===== config.mk =====
export PLATFORM = sky130hd
export DESIGN_NAME = buma_acc
export DESIGN_NICKNAME = d
export VERILOG_FILES = /design/src/rtl/buma_pkg.sv /design/src/rtl/buma_acc.sv
export SDC_FILE = /design/constraint.sdc
export NUM_CORES = 1
export LEC_CHECK = 0
export ABC_AREA = 1
export CAP_MARGIN = 10
export CORE_MARGIN = 3
export CORE_UTILIZATION = 30
export DETAILED_ROUTE_END_ITERATION = 6
export DONT_BUFFER_PORTS = 1
export GPL_TIMING_DRIVEN = 0
export MAX_ROUTING_LAYER = met4
export SYNTH_ARGS = -nofsm -noshare
export SYNTH_HDL_FRONTEND = slang
export SYNTH_SLANG_ARGS = --single-unit

===== constraint.sdc =====
create_clock -name clk -period 3.3 [get_ports clk]
set_input_delay 0.495 -clock clk [delete_from_list [all_inputs] [get_ports clk]]
set_output_delay 0.495 -clock clk [all_outputs]
set_load 0.02 [all_outputs]

===== src/rtl/buma_pkg.sv =====
// Shared types and defaults for the buma_acc signed accumulator stage.
// States, default widths and the min/max seed values live here.
package buma_pkg;

    localparam int IN_W_DEF  = 8;
    localparam int ACC_W_DEF = 16;
    localparam int CNT_W_DEF = 8;

    // Seed values so the first sample of a run always replaces both trackers.
    localparam logic [IN_W_DEF-1:0] MIN_INIT = 8'h7F;
    localparam logic [IN_W_DEF-1:0] MAX_INIT = 8'h80;

    typedef enum logic [1:0] {
        ST_IDLE = 2'd0,
        ST_RUN  = 2'd1,
        ST_DONE = 2'd2
    } state_e;

endpackage


===== src/rtl/buma_acc.sv =====
// Signed run accumulator: sums a run of len samples, tracks signed min/max
// and a sticky overflow flag, and pulses done once at the end of each run.
module buma_acc
    import buma_pkg::*;
#(
    parameter int IN_W  = IN_W_DEF,
    parameter int ACC_W = ACC_W_DEF,
    parameter int CNT_W = CNT_W_DEF
) (
    input  logic             clk,
    input  logic             reset,
    input  logic             start,
    input  logic [CNT_W-1:0] len,
    input  logic             in_valid,
    input  logic [IN_W-1:0]  in_data,
    output logic             busy,
    output logic             done,
    output logic [ACC_W-1:0] sum,
    output logic [CNT_W-1:0] count,
    output logic [IN_W-1:0]  min_val,
    output logic [IN_W-1:0]  max_val,
    output logic             overflow,
    output logic [1:0]       dbg_state
);

    // Seeds derived from IN_W so non-default widths keep the same meaning.
    localparam logic [IN_W-1:0] MIN_LOAD = {1'b0, {(IN_W-1){1'b1}}};
    localparam logic [IN_W-1:0] MAX_LOAD = {1'b1, {(IN_W-1){1'b0}}};

    state_e             state_q, state_d;
    logic [CNT_W-1:0]   len_q, len_d;
    logic [ACC_W-1:0]   sum_q, sum_d;
    logic [CNT_W-1:0]   count_q, count_d;
    logic [IN_W-1:0]    min_q, min_d;
    logic [IN_W-1:0]    max_q, max_d;
    logic               ovf_q, ovf_d;

    logic [ACC_W-1:0]   sample_ext;
    logic [ACC_W-1:0]   add_res;
    logic               add_ovf;
    logic [CNT_W-1:0]   count_inc;

    always_comb begin
        sample_ext = ACC_W'($signed(in_data));
        add_res    = sum_q + sample_ext;
        // Overflow: like-signed operands producing an opposite-signed result.
        add_ovf    = (sum_q[ACC_W-1] == sample_ext[ACC_W-1]) &&
                     (add_res[ACC_W-1] != sum_q[ACC_W-1]);
        count_inc  = count_q + 1'b1;
    end

    always_comb begin
        state_d = state_q;
        len_d   = len_q;
        sum_d   = sum_q;
        count_d = count_q;
        min_d   = min_q;
        max_d   = max_q;
        ovf_d   = ovf_q;

        case (state_q)
            ST_IDLE: begin
                if (start) begin
                    sum_d   = '0;
                    count_d = '0;
                    ovf_d   = 1'b0;
                    min_d   = MIN_LOAD;
                    max_d   = MAX_LOAD;
                    len_d   = len;
                    state_d = (len == '0) ? ST_DONE : ST_RUN;
                end
            end
            ST_RUN: begin
                if (in_valid) begin
                    sum_d   = add_res;
                    count_d = count_inc;
                    ovf_d   = ovf_q | add_ovf;
                    if ($signed(in_data) < $signed(min_q)) min_d = in_data;
                    if ($signed(in_data) > $signed(max_q)) max_d = in_data;
                    if (count_inc == len_q) state_d = ST_DONE;
                end
            end
            ST_DONE: begin
                state_d = ST_IDLE;
            end
            default: begin
                state_d = ST_IDLE;
            end
        endcase
    end

    always_ff @(posedge clk) begin
        if (reset) begin
            state_q <= ST_IDLE;
            len_q   <= '0;
            sum_q   <= '0;
            count_q <= '0;
            min_q   <= MIN_LOAD;
            max_q   <= MAX_LOAD;
            ovf_q   <= 1'b0;
        end else begin
            state_q <= state_d;
            len_q   <= len_d;
            sum_q   <= sum_d;
            count_q <= count_d;
            min_q   <= min_d;
            max_q   <= max_d;
            ovf_q   <= ovf_d;
        end
    end

    assign busy      = (state_q == ST_RUN);
    assign done      = (state_q == ST_DONE);
    assign sum       = sum_q;
    assign count     = count_q;
    assign min_val   = min_q;
    assign max_val   = max_q;
    assign overflow  = ovf_q;
    assign dbg_state = state_q;

endmodule


## Word level (Yosys, flattened, before mapping)

Cells that the tools add are included.

- Output and inout port bits: 45
- RAM bits: 0
- Bits in registers: 51
- Memories kept: 0
- Latch bits: 0
- Word-level logic and storage cells: 53
- Bits in read-only memories: 0

- Equal/unequal tests: 10
- Multipliers: 0
- Reduce and logical (&&, ||, !) cells: 9
- Magnitude comparators: 2
- Bitwise logic cells: 1
- $add $sub $neg: 2
- Shift-type cells: 0
- Multiplexer cells: 22
- Div/mod/pow operators: 0

Operator list:

| cell | number |
|---|---|
| 8-bit 2-to-1 mux | 8 |
| 8-bit one-hot mux with 2 select lines | 3 |
| 16-bit 2-to-1 mux | 2 |
| 16-bit one-hot mux with 2 select lines | 1 |
| 16-bit adder | 1 |
| 8-bit by 1-bit adder with 8-bit output, second input constant | 1 |
| 8-bit equality test | 1 |
| 8-bit > comparator | 1 |
| 8-bit logical NOT | 1 |
| 8-bit less-than comparator | 1 |
| 2-bit 2-to-1 mux | 4 |
| 4-bit AND reduction | 2 |
| 2-bit by 1-bit inequality test with 1-bit output, second input constant | 3 |
| 3-bit AND reduction | 2 |
| 2-bit inequality test, second input constant | 2 |
| 2-bit one-hot mux with 2 select lines | 1 |
| 2-bit by 1-bit equality test with 1-bit output, second input constant | 1 |
| 2-bit equality test, second input constant | 1 |
| 2-bit logical NOT | 1 |
| 1-bit 2-to-1 mux | 2 |
| 1-bit one-hot mux with 2 select lines | 1 |
| 2-bit AND reduction | 1 |
| 2-bit nonzero test | 1 |
| 1-bit equality test | 1 |
| 3 further kinds | 3 |

## Logic depth before layout (Yosys ltp)

Gate-level depths: netlist (run 1).

- Depth after elaboration: 6
- Gate-level depth with buffers: 13
- Mapped depth without buffers: 13

## Worst setup path after synthesis (run 1)

No wires, ideal clock.

- Path kind: input to register
- Start point: in in_data[0]
- End point: reg sum_q[14], in the netlist sum[14]
- Data arrival time: 1822 ps
- Setup slack: 1408 ps
- Data required time: 3230 ps
- Stages: 13
- Path through: ha_1 -> fa_1 -> nand2_1 -> nand2_1 -> nand2_1 -> nand2_1 -> nand3_1 -> nand2_1 -> nand3_1 -> nand2_1 -> nand2_1 -> nand3_1 -> a21oi_1

- Longest elaborated chain between the ends: 3

Ends and longest elaborated chain:

| what | RTL line | source |
|---|---|---|
| start, declared | buma_acc.sv:15 | `input logic [IN_W-1:0] in_data,` |
| 16-bit adder | buma_acc.sv:45 | `add_res = sum_q + sample_ext;` |
| 16-bit 2-to-1 mux | buma_acc.sv:74 | `if (in_valid) begin` |
| 16-bit one-hot mux with 2 select lines | buma_acc.sv:61 | `case (state_q)` |
| end signal, assigned | buma_acc.sv:104 | `sum_q <= sum_d;` |
| end, declared | buma_acc.sv:32 | `logic [ACC_W-1:0] sum_q, sum_d;` |

Every way passes these cells. The select of a mux whose other input is x is not followed.
A chain may end at the register's enable or synchronous reset.

## Worst setup path in the final report (run 1)

- Start point: reg state_q[0], in the netlist dbg_state[0]
- End point: out busy

- Longest elaborated chain between the ends: 1

Ends and longest elaborated chain:

| what | RTL line | source |
|---|---|---|
| start, declared | buma_acc.sv:30 | `state_e state_q, state_d;` |
| start signal, assigned | buma_acc.sv:102 | `state_q <= state_d;` |
| 2-bit by 1-bit equality test with 1-bit output | buma_acc.sv:112 | `assign busy = (state_q == ST_RUN);` |
| end, declared | buma_acc.sv:16 | `output logic busy,` |

Every way passes these cells.

==> results of run 1 <==
## power groups by stage
| stage | Clock (mW) | Combinational [mW] | Sequential, mW |
|---|---|---|---|
| after floorplan | 0 | 0.567 | 0.864 |
| after global placement | 0 | 0.697 | 0.902 |
| after detailed placement | 0 | 0.717 | 0.905 |
| after CTS | 0.622 | 0.721 | 0.890 |
| after global routing | 0.644 | 0.837 | 0.904 |
| final | 0.603 | 0.713 | 0.886 |
## how the worst max path moves through the flow
stage          cells after the start                       from              endpoint  slack (ns)
6_report                           3  dbg_state[0]$_SDFFE_PP0P_                  busy        1.02
5_1_grt                            3  dbg_state[0]$_SDFFE_PP0P_                  busy        0.93
4_1_cts                            3  dbg_state[0]$_SDFFE_PP0P_                  busy        0.99
3_5_place_dp                      13                 in_data[0]  sum[14]$_SDFFE_PP0P_        1.17
3_3_place_gp                      13                 in_data[0]  sum[14]$_SDFFE_PP0P_        1.18
2_1_floorplan                     13                 in_data[0]  sum[14]$_SDFFE_PP0P_        1.41
## cells by family after synthesis
group | Yosys count | synth area share (%)
AOI/OAI and AO/OA | 100 | 14.8
DFF | 51 | 29.0
buffers and inverters | 85 | 9.43
adders and majority gates | 32 | 11.6
and+or+nand+nor | 280 | 34.9
xor gates and xnor gates | 1 | 0.249
## state kept, by name (all words and copies together), names as in the netlist
register   cells
overflow       1
min_val        8
dbg_state      2
count          8
sum           16
len_q          8
max_val        8
## final cells by class
class / count / area [um2]
Multi-Input combinational cell: 413 / 2160
Inverter: 70 / 263
Fill cell: 1238 / 7260
Tap cell: 140 / 175
Clock buffer: 5 / 125
Buffer: 15 / 68.8
Clock inverter: 3 / 43.8
Sequential cell: 51 / 1020
## routing by layer
| layer | routed length, um | GRT usage (%) |
|---|---|---|
| met4 | 18 | 2.77 |
| met2 | 4540 | 25.8 |
| met3 | 1020 | 5.66 |
| met5 | 0 | - |
| met1 | 4290 | 19.9 |
## worst max-delay path, cell delays in order (launching register included)
cell and delay [ns]:
dfxtp_1 0.64, inv_2 0.13, nor2_8 0.17, buf_1 0.56
## through the flow
| step | hold WS [ns] | instances |
|---|---|---|
| floorplan | 0.444 | 549 |
| global placement | 0.458 | 689 |
| detailed placement | 0.460 | 689 |
| CTS | 0.370 | 697 |
| global route | 0.397 | 697 |
| finish | 0.375 | 697 |
## synth_stat cells
library cell / n
nand2_1: 140
nand3_1: 71
inv_1: 68
a21oi_1: 64
dfxtp_1: 51
nor2_1: 51
ha_1: 31
o21ai_0: 28
clkbuf_1: 8
buf_2: 4
nand3b_1: 4
o21bai_1: 4
buf_4: 2
inv_2: 2
nand2_2: 2
nand2_4: 2
nor4_1: 2
or2_2: 2
a211oi_1: 1
a21o_1: 1
and3_1: 1
buf_1: 1
fa_1: 1
nand3_2: 1
nand3_4: 1
nand4_1: 1
nor2_8: 1
nor3_1: 1
o211ai_1: 1
o21a_1: 1
xnor2_1: 1
==> impl_metrics.json, run 1 <==
{
  "status": "finished clean",
  "p_clk_share_pct": 27.4,
  "synth_cell_types": 31,
  "initial_core_util_pct": 31.6,
  "fin_crit_ns": 2.28,
  "max-cap-violations": 0,
  "critPathArrivalTime_ns": 1.79,
  "synth_seq_area_share_pct": 29.0,
  "p_leak_nw": 1.81,
  "fmax_mhz": 438,
  "most-common-layout-cells": "140 x nand2_1, 71 x nand3_1, 68 x inv_1",
  "top_level_ports": 65,
  "grt-ovfl-total": 0,
  "grt_pass1_vias": 3454,
  "syn_inst": 549,
  "relSlewSlack_pct": 53.7,
  "drc": 0,
  "fp.dieW_um": 114,
  "ant_nets": 0,
  "skew_ns": 0.00733,
  "post_cts_buffers": 0,
  "root_buffer": "clkbuf_16",
  "maxSlewViolCount": 0,
  "place_area_um2": 3690,
  "critical_path_class": "reg2out",
  "r2r_cells": 13,
  "cp-start-kind": "register",
  "max-vdd-ir-drop_uv": 270,
  "numCtsBuffers": 5,
  "post_cts_resized": 0,
  "worstHoldStart": "len[4]",
  "drt-wirelength-per-cell_um": 14.2,
  "grt_max_degree": 17,
  "p_comb_share_pct": 32.4,
  "die_h_um": 114,
  "ys_ff_latch": 51,
  "antenna_found_initial": 0,
  "fin_util_pct": 34.7,
  "num_rows": 38,
  "htree_num_levels": 2,
  "r2r_end": "sum[14]$_SDFFE_PP0P_",
  "hold_path_end": "len_q[4]$_SDFFE_PP0P_",
  "cellPowerDensity_nw_per_um2": 570,
  "portBuffers": 0,
  "postRouteWirelength_um": 9870,
  "path_max_fanout": 10,
  "cts_tree": "built",
  "clkLatencyLatePin_ns": 0.29,
  "postSynthNetCount": 601,
  "rrSetupSlack_ns": 1.23,
  "drt_pass1_iterations": 4,
  "cp.required_ns": 2.80,
  "seqPwrFrac_pct": 40.2,
  "fin_setup_tns_ns": 0,
  "max_slew.worst_pin.slew_ns": 0.694,
  "yosys-top-cells-area": "dfxtp_1 29%, nand2_1 15%, ha_1 11%",
  "final_common_cell": "nand2_1",
  "total_power_mw": 2.20,
  "synth_top_area_share_pct": 29.0,
  "p_int_mw": 1.31,
  "netlist_area_um2": 3520,
  "drive_above_1_share_pct": 4.49,
  "p_switching_uw": 892,
  "place.gp.congestion": 0.906,
  "place_ws_ns": 1.17,
  "avgSynthCellArea_um2": 6.41,
  "track_usage_pct": 16.1,
  "netSwitchingFraction_pct": 40.5,
  "setup_viol": 0,
  "area.growth.synth_to_final_pct": 9.78,
  "final_area_um2": 3860,
  "end_kind": "primary output",
  "r2r_start": "sum[0]$_SDFFE_PP0P_",
  "path_clk_slew_ns": 0.08,
  "fp.dieArea_um2": 13100,
  "diodes": 0,
  "clockBufferDepth": 2,
  "hold_viol_final": 0,
  "grt_pass1_wl_um": 16500,
  "drtIter0Drc": 218,
  "holdPathStages": 2,
  "place.detailed.hpwl_um": 7940,
  "hp-class": "in2reg",
  "fp.coreArea_um2": 11100,
  "nets": 608,
  "layout_setup_ws_ns": 1.02,
  "cts-hold-fix-buffers": 0,
  "cts_sinks": 51,
  "synth_top_cell_by_area": "dfxtp_1",
  "final.period_utilization_pct": 69.2,
  "rsz0062_at_grt": "false",
  "ys_warn_count": 0,
  "viasPerCell": 5.00,
  "num_vias": 3482
}
Power figures use the tool's default switching activity.
==> inputs of run 2 (changes only) <==
clock period = 2.3 ns   (was 3.3 ns; I/O delays follow)
==> run 2 against run 1 <==
  * Final area barely moved
  * Core utilization barely moved
  * Final cell count did not move
  * Clock skew did not move
  * Combinational power rose by 43%
  * Critical path type unchanged
  * Largest power group unchanged
  * Critical path depth did not move
  * Largest cell class unchanged
==> impl_metrics.json, run 2 (synthesis results as in run 1) <==
{
  "p_leak_nw": 1.81,
  "status": "finished clean",
  "drive_above_1_share_pct": 4.67,
  "largest_reg_flops": 16,
  "portBuffers": 0,
  "cellPowerDensity_nw_per_um2": 818,
  "drt-wirelength-per-cell_um": 14.2,
  "cts_tree": "built",
  "maxSlewViolCount": 0,
  "place_ws_ns": 0.221,
  "critPathArrivalTime_ns": 1.79,
  "max-vdd-ir-drop_uv": 388,
  "total_power_mw": 3.16,
  "final.period_utilization_pct": 92.8,
  "setup_viol": 0,
  "relSlewSlack_pct": 53.7,
  "viasPerCell": 5.00,
  "post_cts_resized": 0,
  "cts-hold-fix-buffers": 0,
  "numCtsBuffers": 5,
  "hold_viol_final": 0,
  "critPathTopFamily": "buffers and inverters",
  "root_buffer": "clkbuf_16",
  "diodes": 0,
  "cp-start-kind": "register",
  "critPathSlowestCell": "dfxtp_1",
  "postRouteWirelength_um": 9870,
  "fmax_mhz": 468,
  "max_slew.worst_pin.slew_ns": 0.694,
  "rsz0062_at_grt": "false",
  "cts_sinks": 51,
  "track_usage_pct": 16.1,
  "most-common-layout-cells": "140 x nand2_1, 71 x nand3_1, 68 x inv_1",
  "hp-class": "in2reg",
  "drt_pass1_iterations": 4,
  "htree_num_levels": 2,
  "initial_core_util_pct": 31.6,
  "critical_path_class": "reg2out",
  "place.gp.congestion": 0.906,
  "path_clk_slew_ns": 0.08,
  "drtIter0Drc": 218,
  "path_max_fanout": 10,
  "grt_pass1_vias": 3454,
  "final_common_cell": "nand2_1",
  "nets": 608,
  "layout_setup_ws_ns": 0.165,
  "fp.dieW_um": 114,
  "max_stage_delay_ns": 0.64,
  "place.detailed.hpwl_um": 7940,
  "antenna_found_initial": 0,
  "post_cts_buffers": 0,
  "drc": 0,
  "fin_setup_tns_ns": 0,
  "skew_ns": 0.00733,
  "grt_max_degree": 17,
  "num_rows": 38,
  "clockBufferDepth": 2,
  "fin_util_pct": 34.7,
  "top_level_ports": 65,
  "cp_num_buf_inv": 2,
  "fin_crit_ns": 2.13,
  "cp.required_ns": 1.96,
  "num_vias": 3482,
  "max-cap-violations": 0,
  "area.growth.synth_to_final_pct": 9.82,
  "ant_nets": 0,
  "fp.dieArea_um2": 13100,
  "fp.coreArea_um2": 11100,
  "end_kind": "primary output",
  "grt-ovfl-total": 0,
  "die_h_um": 114,
  "grt_pass1_wl_um": 16500,
  "clkLatencyLatePin_ns": 0.29,
  "crit_chain": "inv_2 -> nor2_8 -> buf_1"
}
run 2: cell counts in the layout (fill, tap and decap cells not counted):
No cell type changed its count.
run 2: report_power, final:
| group | internal, mW | total [mW] | switching [mW] | leakage [nW] |
|---|---|---|---|---|
| Clock | 0.514 | 0.865 | 0.351 | 0.0838 |
| Sequential | 1.01 | 1.27 | 0.265 | 0.418 |
| Combinational | 0.359 | 1.02 | 0.665 | 1.31 |
run 2: final cells by class:
cell class / instances / area (um2)
sequential: 51 / 1020
inverter: 70 / 263
tap: 140 / 175
multi-input combinational: 413 / 2160
clock inverter: 3 / 43.8
clock buffer: 5 / 125
buffer: 15 / 68.8
fill: 1237 / 7260
run 2: final timing paths:
kind	start	end	slack, ns	depth (start not counted)
setup reg to reg	count[0]$_SDFFE_PP0P_	dbg_state[0]$_SDFFE_PP0P_	0.24	12
hold reg to reg	len_q[1]$_SDFFE_PP0P_	len_q[1]$_SDFFE_PP0P_	0.47	2
setup / recovery	dbg_state[0]$_SDFFE_PP0P_	busy	0.17	3
hold / removal	len[4]	len_q[4]$_SDFFE_PP0P_	0.23	2
run 2: worst register-to-register path, stage by stage, from the launching register on:
cell and delay [ns]:
dfxtp_1 0.57, ha_1 0.27, nand2_1 0.14, nor2_1 0.22
nand3_1 0.13, nand3_1 0.11, nand2_1 0.05, nor2_1 0.11
nand3_1 0.11, nand2_1 0.09, nand3_1 0.07, nand2_1 0.06
inv_1 0.04
run 2: stage by stage:
step,area (um2),instances,hold WS (ns)
3_3_place_gp,3690,689,0.458
5_1_grt,3860,697,0.247
4_1_cts,3860,697,0.220
3_5_place_dp,3690,689,0.460
6_report,3860,697,0.225
2_1_floorplan,3520,549,0.444
run 2: routing by layer:
metal	part of all wire (%)	vias up	global-route usage [%]
li1	-	1806	-
met1	43	1599	19.9
met2	46	75	25.8
met3	10	2	5.66
met4	0.18	0	2.77
met5	0	-	-
==> inputs of run 3 (changes only) <==
CORE_ASPECT_RATIO = 1.4   (was unset)
SKIP_LAST_GASP = 1   (was unset)
==> run 3 against run 2 <==
  * Die area increased by 0.14%
  * Clock power fell by 7.7%
  * Critical path type unchanged
  * Via count rose by 0.57%
  * Clock skew barely moved
  * Sequential power hardly changed
  * Largest power group unchanged
==> impl_metrics.json, run 3 (synthesis results as in run 1) <==
{
  "skew_ns": 0.00713,
  "end_kind": "primary output",
  "status": "finished clean",
  "clkLatencyLatePin_ns": 0.30,
  "relSlewSlack_pct": 55.5,
  "area.growth.synth_to_final_pct": 9.61,
  "maxSlewViolCount": 0,
  "drive_above_1_share_pct": 4.49,
  "hold_viol_final": 0,
  "critical_path_class": "reg2out",
  "grt-ovfl-total": 0,
  "cts-hold-fix-buffers": 0,
  "portBuffers": 0,
  "num_vias": 3502,
  "final_common_cell": "nand2_1",
  "place.gp.congestion": 0.917,
  "clockBufferDepth": 2,
  "dp_cells": 693,
  "num_rows": 46,
  "fin_setup_tns_ns": 0,
  "max-cap-violations": 0,
  "final_cells": 701,
  "grt_pass1_vias": 3257,
  "root_buffer": "clkbuf_16",
  "cp-start-kind": "register",
  "cts_tree": "built",
  "drc": 0,
  "layout_setup_ws_ns": 0.227,
  "critPathArrivalTime_ns": 1.73,
  "final.period_utilization_pct": 90.1,
  "fp.dieW_um": 97.5,
  "numCtsBuffers": 5,
  "total_power_mw": 3.10,
  "fin_crit_ns": 2.07,
  "rsz0062_at_grt": "false",
  "p_leak_nw": 1.80,
  "postRouteWirelength_um": 10400,
  "holdWs_ns": 0.218,
  "fin_util_pct": 33.8,
  "die_h_um": 134,
  "place.detailed.hpwl_um": 8290,
  "most-common-layout-cells": "140 x nand2_1, 71 x nand3_1, 68 x inv_1",
  "grt_max_degree": 15,
  "max-vdd-ir-drop_uv": 295,
  "drt_pass1_iterations": 4,
  "cellPowerDensity_nw_per_um2": 803,
  "nets": 608,
  "top_level_ports": 65,
  "place_ws_ns": 0.220,
  "place_area_um2": 3700,
  "cts_sinks": 51,
  "track_usage_pct": 15.8,
  "fp.dieArea_um2": 13100,
  "drtIter0Drc": 137,
  "grt_pass1_wl_um": 16300,
  "viasPerCell": 5.00,
  "final_area_um2": 3850,
  "htree_num_levels": 2,
  "initial_core_util_pct": 30.9,
  "largest_reg_flops": 16,
  "path_max_fanout": 10,
  "max_slew.worst_pin.slew_ns": 0.667,
  "cp.required_ns": 1.96,
  "antenna_found_initial": 0,
  "diodes": 0,
  "ant_nets": 0,
  "path_clk_slew_ns": 0.07,
  "fp.coreArea_um2": 11400,
  "hp-class": "in2reg",
  "setup_viol": 0,
  "fillCellCount": 1236,
  "fmax_mhz": 482,
  "drt-wirelength-per-cell_um": 14.8
}
[run 3: cell types whose count changed in the layout (fill, tap and decap cells not counted), sizes merged]
cell | previous run | this run
bufinv | 1 | 0
clkinv | 2 | 0
clkbuf | 13 | 16
[run 3: per-layer routing]
metal | vias up | wire (um) | global-route usage, %
li1 | 1812 | - | -
met1 | 1591 | 3950 | 15.9
met2 | 79 | 5450 | 29.4
met3 | 20 | 647 | 3.85
met4 | 0 | 309 | 5.77
met5 | - | 0 | -
[run 3: path summary, 6_finish.rpt]
check	start	slack, ns	endpoint	depth (start not counted)
min	in_data[7]	0.22	max_val[7]$_SDFFE_PP1P_	2
min reg2reg	len_q[1]$_SDFFE_PP0P_	0.47	len_q[1]$_SDFFE_PP0P_	2
max reg2reg	count[0]$_SDFFE_PP0P_	0.25	dbg_state[0]$_SDFFE_PP0P_	12
max	dbg_state[0]$_SDFFE_PP0P_	0.23	busy	3
[run 3: layout make-up]
class / count / area [um2] / share of cell area (%)
plain buffers: 15 / 68.8 / 1.79
clock buffers: 8 / 156 / 4.06
inverters: 70 / 263 / 6.82
multi-input cells: 413 / 2160 / 56.2
flip-flops and latches: 51 / 1020 / 26.5
well taps: 144 / 180 / 4.67
[run 3: worst max-delay path, stage by stage (launching register included)]
cell	delay, ns
dfxtp_1	0.61
inv_2	0.12
nor2_8	0.16
buf_1	0.54
[run 3: where the power goes]
| group | leakage (nW) | internal [mW] | switching, mW | total (mW) |
|---|---|---|---|---|
| Clock | 0.0772 | 0.464 | 0.333 | 0.798 |
| Sequential | 0.418 | 1.01 | 0.263 | 1.27 |
| Combinational | 1.31 | 0.359 | 0.669 | 1.03 |
[run 3: timing repair]
action / in CTS / in global routing
endpoints found under the setup margin: 0 / 1
resized for setup: 0 / 1
setup buffers: 0 / 0
